## config.mk

```make
export PLATFORM = sky130hd
export DESIGN_NAME = instr_injector
export DESIGN_NICKNAME = d
export VERILOG_FILES = /design/src/rtl/instr_injector.sv
export SDC_FILE = /design/constraint.sdc
export NUM_CORES = 1
export LEC_CHECK = 0
export CAP_MARGIN = 20
export CORE_MARGIN = 3
export CORE_UTILIZATION = 25
export CTS_CLUSTER_SIZE = 24
export DETAILED_ROUTE_END_ITERATION = 8
export SETUP_SLACK_MARGIN = 0.15
export SLEW_MARGIN = 30
export SYNTH_ARGS = -nofsm -noshare
export SYNTH_HDL_FRONTEND = slang
export SYNTH_SLANG_ARGS = --single-unit
```

## constraint.sdc

```tcl
create_clock -name clk -period 5.5 [get_ports clk]
set_clock_uncertainty 0.2 [all_clocks]
set_input_delay 0.825 -clock clk [delete_from_list [all_inputs] [get_ports clk]]
set_output_delay 0.825 -clock clk [all_outputs]
set_load 0.02 [all_outputs]
```

## src/rtl/instr_injector.sv

```systemverilog
// Instruction feeder: host FIFO -> CPU injected-instruction port, run/single-step, halt + timeout (breakpoints with INJ_BKPT_EN).
// Latency: push into empty FIFO reaches instr_out 2 cycles later in RUN; instr_out/instr_valid are registered.
// Backpressure: none upstream; wr_en while full drops the word and sets sticky ovf.
module instr_injector #(
    parameter int               WIDTH   = 16,
    parameter int               DEPTH   = 8,
    parameter logic [WIDTH-1:0] NOP     = '0,
    parameter int               TIMEOUT = 100000,
    parameter int               CNT_W   = 17
) (
    input  logic                         clk,
    input  logic                         rst_n,
    input  logic                         clr,
    input  logic                         wr_en,
    input  logic [WIDTH-1:0]             wr_data,
    input  logic                         run,
    input  logic                         step,
    input  logic                         hlt,
`ifdef INJ_BKPT_EN
    input  logic [15:0]                  pc,
    input  logic                         bkpt_en,
    input  logic [15:0]                  bkpt_addr,
`endif
    output logic                         mode,
    output logic [WIDTH-1:0]             instr_out,
    output logic                         instr_valid,
    output logic                         full,
    output logic                         empty,
    output logic [$clog2(DEPTH+1)-1:0]   count,
    output logic [CNT_W-1:0]             cycle_count,
    output logic                         halted,
    output logic                         timeout,
    output logic                         ovf
);

    localparam int PW = $clog2(DEPTH);
    localparam int CW = $clog2(DEPTH+1);

    typedef enum logic [2:0] {IDLE, RUN, STEP, HALT, TOUT} state_t;

    state_t           state;
    logic [WIDTH-1:0] mem [DEPTH];
    logic [PW-1:0]    rd_ptr;
    logic [PW-1:0]    wr_ptr;
    logic [CNT_W-1:0] cyc_inc;
    logic             active;
    logic             at_limit;
    logic             push;
    logic             pop;
    logic             bkpt_hit;
    logic             bkpt_hold;

    assign full     = (count == CW'(DEPTH));
    assign empty    = (count == '0);
    assign active   = (state == RUN) || (state == STEP);
    assign cyc_inc  = cycle_count + 1'b1;
    assign at_limit = (cyc_inc == CNT_W'(TIMEOUT));
    assign push     = wr_en && !full;
    // Halt and timeout both pre-empt the pop on the cycle they are taken.
    assign pop      = active && !hlt && !at_limit && !empty && ((state == RUN) || step);

`ifdef INJ_BKPT_EN
    assign bkpt_hit = (state == RUN) && bkpt_en && (pc == bkpt_addr);

    // Holds STEP after a breakpoint until the host drops run, so a stuck-high run cannot resume.
    always_ff @(posedge clk or negedge rst_n) begin
        if (!rst_n) begin
            bkpt_hold <= 1'b0;
        end else if (clr) begin
            bkpt_hold <= 1'b0;
        end else if (bkpt_hit) begin
            bkpt_hold <= 1'b1;
        end else if (!run) begin
            bkpt_hold <= 1'b0;
        end
    end
`else
    assign bkpt_hit  = 1'b0;
    assign bkpt_hold = 1'b0;
`endif

    always_ff @(posedge clk) begin
        if (push && !clr) begin
            mem[wr_ptr] <= wr_data;
        end
    end

    always_ff @(posedge clk or negedge rst_n) begin
        if (!rst_n) begin
            state       <= IDLE;
            mode        <= 1'b0;
            instr_out   <= NOP;
            instr_valid <= 1'b0;
            rd_ptr      <= '0;
            wr_ptr      <= '0;
            count       <= '0;
            cycle_count <= '0;
            halted      <= 1'b0;
            timeout     <= 1'b0;
            ovf         <= 1'b0;
        end else if (clr) begin
            state       <= IDLE;
            mode        <= 1'b0;
            instr_out   <= NOP;
            instr_valid <= 1'b0;
            rd_ptr      <= '0;
            wr_ptr      <= '0;
            count       <= '0;
            cycle_count <= '0;
            halted      <= 1'b0;
            timeout     <= 1'b0;
            ovf         <= 1'b0;
        end else begin
            if (wr_en && full) begin
                ovf <= 1'b1;
            end
            if (push) begin
                wr_ptr <= wr_ptr + 1'b1;
            end
            if (pop) begin
                rd_ptr <= rd_ptr + 1'b1;
            end
            if (push && !pop) begin
                count <= count + 1'b1;
            end else if (pop && !push) begin
                count <= count - 1'b1;
            end
            instr_out   <= pop ? mem[rd_ptr] : NOP;
            instr_valid <= pop;

            case (state)
                IDLE: begin
                    if (!empty) begin
                        state <= run ? RUN : STEP;
                        mode  <= 1'b1;
                    end
                end
                RUN, STEP: begin
                    if (hlt) begin
                        state  <= HALT;
                        halted <= 1'b1;
                    end else if (at_limit) begin
                        cycle_count <= cyc_inc;
                        state       <= TOUT;
                        timeout     <= 1'b1;
                    end else begin
                        cycle_count <= cyc_inc;
                        state       <= (run && !bkpt_hold && !bkpt_hit) ? RUN : STEP;
                    end
                end
                default: begin
                end
            endcase
        end
    end

endmodule

```

==> out/results.txt, run 1 <==
Syn. warnings: 0
Die Area: 0.0320 sq mm
#FFs+latches synth: 179
Leakage: 3.16 nW
Crit-path max cell delay: 460 ps
Post-CTS setup buffer count: 0
CTS tree: built
Site Rows: 62
Detail Route Antenna Nets: 0
Pwr/cell area: 368 mW/mm^2
CTS root buf: clkbuf_16
Total Wirelength: 15700 microns
Hold Path Origin: mode
Syn_nets: 494
Worst setup EP type: flop
Setup TNS: 0 ps
Share of cells above drive strength 1: 0.178
Post-synth EDFFs: 128
Largest net degree at the start of global routing: 52
Final Max Tran Viols: 0
Crit. Startpoint: cycle_count[0]
Sequential cell area fraction in the yosys report: 0.686
Mapped Area: 0.00746 sq mm
Main synth FF type: edfxtp_1
Post-synth top area share: 0.515
Final Cell Area: 0.00921 sq mm
DP Area: 0.00860 sq mm
Clock Latency Late Sink: 440 ps
CP bufs+invs: 0
Mean post-synth cell area: 16.1 sq um
Sink Count: 179
Fillcell total: 2871
Worst hold path class: flop to flop
RSZ-0062 raised after global routing: false
Total GRT Usage: 0.104
Inserted Diodes: 0
Slew of the pin with the lowest slew margin: 876 ps
Residual DRC count: 0
GP Congestion: 0.761
Die height: 179 microns
Ports: 67
Peak fanout along the critical path: 7
Peak VDD IR: 0.192 mV
H-tree Lvls: 4
Congestion Overflow GR: 0
# resized after CTS: 0
Layout area overhead: 23.3%
Avg WL per Cell: 16.8 microns
Max clock buf depth: 2
Synth cell types: 51
Post-DP HPWL: 9540 microns
Pre-antenna DRT Iters: 4
Most frequent cell after synthesis: edfxtp_1
CTS Buf Count: 17
Clk slew on worst S/H paths: 70 ps
Vias: 4143
Req. time, crit path: 5610 ps
Critical-path top delay cell: dfrtp_1
Achievable Freq: 273 MHz
Max_slew headroom: 0.416
Final setup viols: 0
Hold_ws: 300 ps
First-pass GRT wire length: 24600 microns
Synth cell count leaders: edfxtp_1 (128), nor2_1 (61), dfrtp_1 (51), mux4_2 (32)
Core area: 0.0291 sq mm
Max Cap Viol: 0
Status: complete, no violations
Cts hold-fix bufs: 0
Vias in the first global route: 4160
Worst Setup Path Type: flop to flop
Ys async rst share: 0.285
Fin nets: 568
Hold Fails Final Rpt: 0
Critical path startpoint category: flop
Initial antenna violation count: 2
Crit-path cells: ha_1, nand2_1, nor2_1, or3_1, a22o_1, o21ai_4, nand2_1, ha_1, a21o_1, a21oi_1, nor2_1, mux2i_1, mux2_2
Synth area leader: edfxtp_1
Port buffer count: 66
Crit share post-route: 0.667
RR Startpoint: cycle_count[0]
Largest cells by area after synthesis: edfxtp_1 (52%), dfrtp_1 (17%), mux4_2 (9.7%)
Cells after synthesis: 465
DRT iter0 DRCs: 252
Fin crit period: 3670 ps
Via-to-Cell Ratio: 4.43
Critical path's top delay family: compound AO/OA/AOI/OAI gates
Initial Util: 0.257
Worst endpoint data arrival time: 3780 ps
Die Wd: 179 microns
==> registers in the layout, indices dropped and copies added (netlist names) <==
signal / count
ovf: 1
mode: 1
rd_ptr: 3
instr_out: 16
halted: 1
mem: 128
state: 3
count: 4
timeout: 1
instr_valid: 1
wr_ptr: 3
cycle_count: 17
==> layout make-up <==
class / count / area, sq um / area share
sequential: 179 / 5120 / 0.556
multi-input combinational: 252 / 2220 / 0.241
tap: 384 / 480 / 0.0522
clock buffer: 17 / 425 / 0.0462
clock inverter: 15 / 174 / 0.0189
timing repair buffer: 78 / 746 / 0.0810
inverter: 11 / 41.3 / 0.00449
==> cells by family (layout without fill, tap and decap cells) <==
kind of cell | count (synthesis) | count (layout) | synth area share
DFF | 179 | 179 | 0.686
muxes | 56 | 56 | 0.129
adders and majority gates | 6 | 6 | 0.0111
buffers and inverters | 34 | 121 | 0.0188
xor gates and xnor gates | 25 | 25 | 0.0303
and+or+nand+nor | 135 | 135 | 0.0967
AOI/OAI and AO/OA | 30 | 30 | 0.0278
==> through the flow <==
step	instances	setup WS, ps	util	total power, mW
2_1_floorplan	465	2060	-	2.02
3_3_place_gp	904	1730	0.296	2.24
3_5_place_dp	904	1680	0.296	2.25
4_1_cts	936	1830	0.316	3.43
5_1_grt	936	1580	0.316	3.55
6_report	936	1830	0.316	3.38
==> worst reg2reg max path, stage by stage, from the launching register on <==
cell,delay (ps)
dfrtp_1,460
ha_1,290
nand2_1,240
nor2_1,110
or3_1,310
a22o_1,300
o21ai_4,300
nand2_1,150
ha_1,310
a21o_1,170
a21oi_1,160
nor2_1,50
mux2i_1,150
mux2_2,350
==> metal layers <==
metal,routed length [microns],track usage
met5,21,0
met3,700,0.0324
met2,7490,0.163
met1,7390,0.140
met4,144,0.0253
==> report_power, final <==
group	internal, mW	total (mW)	switching (mW)	leakage, nW
Combinational	0.290	0.613	0.323	1.03
Clock	0.607	1.18	0.572	0.281
Sequential	1.53	1.59	0.0658	1.86
Total	2.42	3.38	0.962	3.16
==> cell usage in the layout, fill, tap and decap left out, drive strengths merged, types with 13 or more instances in the layout <==
| cell type | n |
|---|---|
| inv | 13 |
| nand2 | 21 |
| mux4 | 32 |
| a21oi | 13 |
| dfrtp | 51 |
| clkbuf | 17 |
| mux2i | 21 |
| clkdlybuf4s50 | 65 |
| edfxtp | 128 |
| xnor2 | 14 |
| buf | 13 |
| nor2 | 61 |
==> path summary, 6_finish.rpt <==
check	depth (start not counted)	slack, ps	to
worst min-delay path	2	300	mode
min in group asynchronous	2	340	cycle_count[11]
max in group asynchronous	2	4250	rd_ptr[1]
worst max-delay path	13	1830	count[3]
worst min register to register	2	300	mode
worst max register to register	13	1830	count[3]
Power figures use the tool's default switching activity.
==> run 2: changes to the inputs <==
==> constraint.sdc (replaced) <==
create_clock -name clk -period 3.31 [get_ports clk]
set_clock_uncertainty 0.2 [all_clocks]
set_input_delay 0.4965 -clock clk [delete_from_list [all_inputs] [get_ports clk]]
set_output_delay 0.4965 -clock clk [all_outputs]
set_load 0.02 [all_outputs]
==> out/results.txt, run 2 (synthesis gave the netlist of run 1 again) <==
Die Area: 0.0320 sq mm (unchanged)
Site Rows: 62 (unchanged)
Multi-input logic area: 0.00238 sq mm (+7.3%)
Slew of the pin with the lowest slew margin: 537 ps (-339 ps)
Via-to-Cell Ratio: 4.36 (-1.4%)
Clk slew on worst S/H paths: 70 ps (about the same)
Fin crit period: 3090 ps (-576 ps)
Crit-path max cell delay: 460 ps (about the same)
Reg with most FFs: mem
Setup TNS: 0 ps (unchanged)
Avg WL per Cell: 17.0 microns (+1.3%)
Detail Route Antenna Nets: 0 (unchanged)
H-tree Lvls: 4 (unchanged)
Port buffer count: 66 (unchanged)
Part of the power in combinational logic: 0.200 (+0.019)
Worst Slack Setup Final: 219 ps (-1610 ps)
GP Congestion: 0.793 (+4.2%)
Pwr/cell area: 596 mW/mm^2 (+62%)
Worst endpoint data arrival time: 3200 ps (-580 ps)
First-pass GRT wire length: 25700 microns (+4.5%)
CP bufs+invs: 1 (+1)
Final setup viols: 0 (unchanged)
Most common cell after layout, fill and taps aside: edfxtp_1
Hold Fails Final Rpt: 0 (unchanged)
Pint: 4.21 mW (+74%)
Critical-path top delay cell: dfrtp_2
Most frequent cells in the layout: edfxtp_1 (128), clkdlybuf4s50_1 (65), nor2_1 (60)
Fin util: 0.333 (+0.0170)
Worst Setup Path Type: flop to flop
Total GRT Usage: 0.108 (+0.00399)
Max reg flops: 128 (unchanged)
RSZ-0062 raised after global routing: false
Share of cells above drive strength 1: 0.281 (+0.103)
CTS root buf: clkbuf_16
Crit-path cells: nand3_4, buf_4, nor4_4, o21ai_2, a22o_4, o21ai_4, nand2_2, ha_4, a21o_1, a21oi_2, and2_1, mux2i_1, mux2_2
Total Wirelength: 16700 microns (+6.0%)
Net Sw Power: 1.58 mW (+64%)
Leakage: 3.41 nW (+7.7%)
Core area: 0.0291 sq mm (unchanged)
Layout area overhead: 30.0%
Congestion Overflow GR: 0 (unchanged)
Clock power frac: 0.338 (-0.010)
Peak VDD IR: 0.454 mV (+140%)
Inserted Diodes: 0 (unchanged)
Achievable Freq: 324 MHz (+19%)
Sequential Area: 0.00514 sq mm (+0.29%)
Fin nets: 611 (+7.6%)
Ports: 67 (unchanged)
Final Max Tran Viols: 0 (unchanged)
Die height: 179 microns (unchanged)
DRT iter0 DRCs: 230 (-8.7%)
Crit share post-route: 0.934 (+0.267)
Sink Count: 179 (unchanged)
Critical path startpoint category: flop
Initial antenna violation count: 0 (-2)
Net Sw Frac: 0.273 (-0.0115)
Die Wd: 179 microns (unchanged)
Fillcell total: 2825 (-1.6%)
Vias: 4272 (+3.1%)
Reg power frac: 0.462 (-0.008)
CTS tree: built
CTS Buf Count: 17 (unchanged)
Worst setup EP type: flop
Peak fanout along the critical path: 8 (+1)
Clock Latency Late Sink: 430 ps (about the same)
Place WS: 92.3 ps (-1580 ps)
Status: complete, no violations
Worst hold path class: flop to flop
Vias in the first global route: 4348 (+4.5%)
Initial Util: 0.257 (unchanged)
Residual DRC count: 0 (unchanged)
Max_slew headroom: 0.639 (+0.222)
Post-DP HPWL: 10200 microns (+7.0%)
Largest regs: mem x128, cycle_count x17, instr_out x16
Max clock buf depth: 2 (unchanged)
Max Cap Viol: 0 (unchanged)
Hold_ws: 306 ps (+5.41 ps)
Pre-antenna DRT Iters: 4 (unchanged)
Largest net degree at the start of global routing: 35 (-33%)
Critical path's top delay family: simple AND/OR/NAND/NOR gates
Req. time, crit path: 3420 ps (-2190 ps)
[run 2: changes by cell type in the layout (fill, tap and decap cells not counted), moves of 3 or more]
| cell | delta |
|---|---|
| clkinv_8 | -6 |
| clkinv_2 | +3 |
| nor4b_1 | -3 |
| dfrtp_1 | -12 |
| buf_6 | +3 |
| dfrtp_2 | +12 |
| buf_4 | +38 |
[run 2: per-layer routing]
metal  vias up  global-route usage  part of all wire
met5         -                   0                 0
met1      2192               0.146              0.46
met3        15              0.0320             0.053
met4         0              0.0276             0.012
met2        85               0.170              0.47
li1       1980                   -                 -
[run 2: worst min-delay path, stage by stage (launching register included)]
cell	delay, ps
dfrtp_1	350
nor2_1	50
nor2_1	70
[run 2: worst paths after layout]
path,startpoint,to,slack [ps],cells past startpoint
max,cycle_count[3],count[3],220,13
min,mode,mode,310,2
max reg2reg,cycle_count[3],count[3],220,13
min reg2reg,mode,mode,310,2
max in group asynchronous,rst_n,instr_out[4],1940,3
min in group asynchronous,rst_n,mode,330,2
[run 2: area by class of cell]
class	count	share of cell area
Multi-Input combinational cell	252	0.245
Sequential cell	179	0.530
Timing Repair Buffer	121	0.113
Clock buffer	20	0.0460
Inverter	11	0.00426
Tap cell	384	0.0495
Clock inverter	12	0.0125
[run 2: stage by stage]
step                      total power [mW]  instances  cell area, sq um
final                                 5.78        979              9700
after global routing                  6.08        979              9700
after CTS                             5.85        969              9540
after detailed placement              3.82        921              8820
after global placement                3.81        921              8820
after floorplan                       3.37        465              7560
[run 2: power by group through the flow]
| stage | combinational, mW | clock, mW | sequential [mW] |
|---|---|---|---|
| floorplan | 0.638 | 0 | 2.74 |
| CTS | 1.17 | 2.01 | 2.67 |
| finish | 1.16 | 1.95 | 2.67 |
| global placement | 1.09 | 0 | 2.72 |
| global route | 1.28 | 2.11 | 2.69 |
| detailed placement | 1.10 | 0 | 2.72 |
[run 2: timing repair]
action	in CTS	in global routing
gates cloned	0	0
hold buffers	1	0
buffers inserted	15	10
resized for setup	5	15
endpoints found under the setup margin	1	1
pin swaps	5	7
hold endpoints to repair	15	0
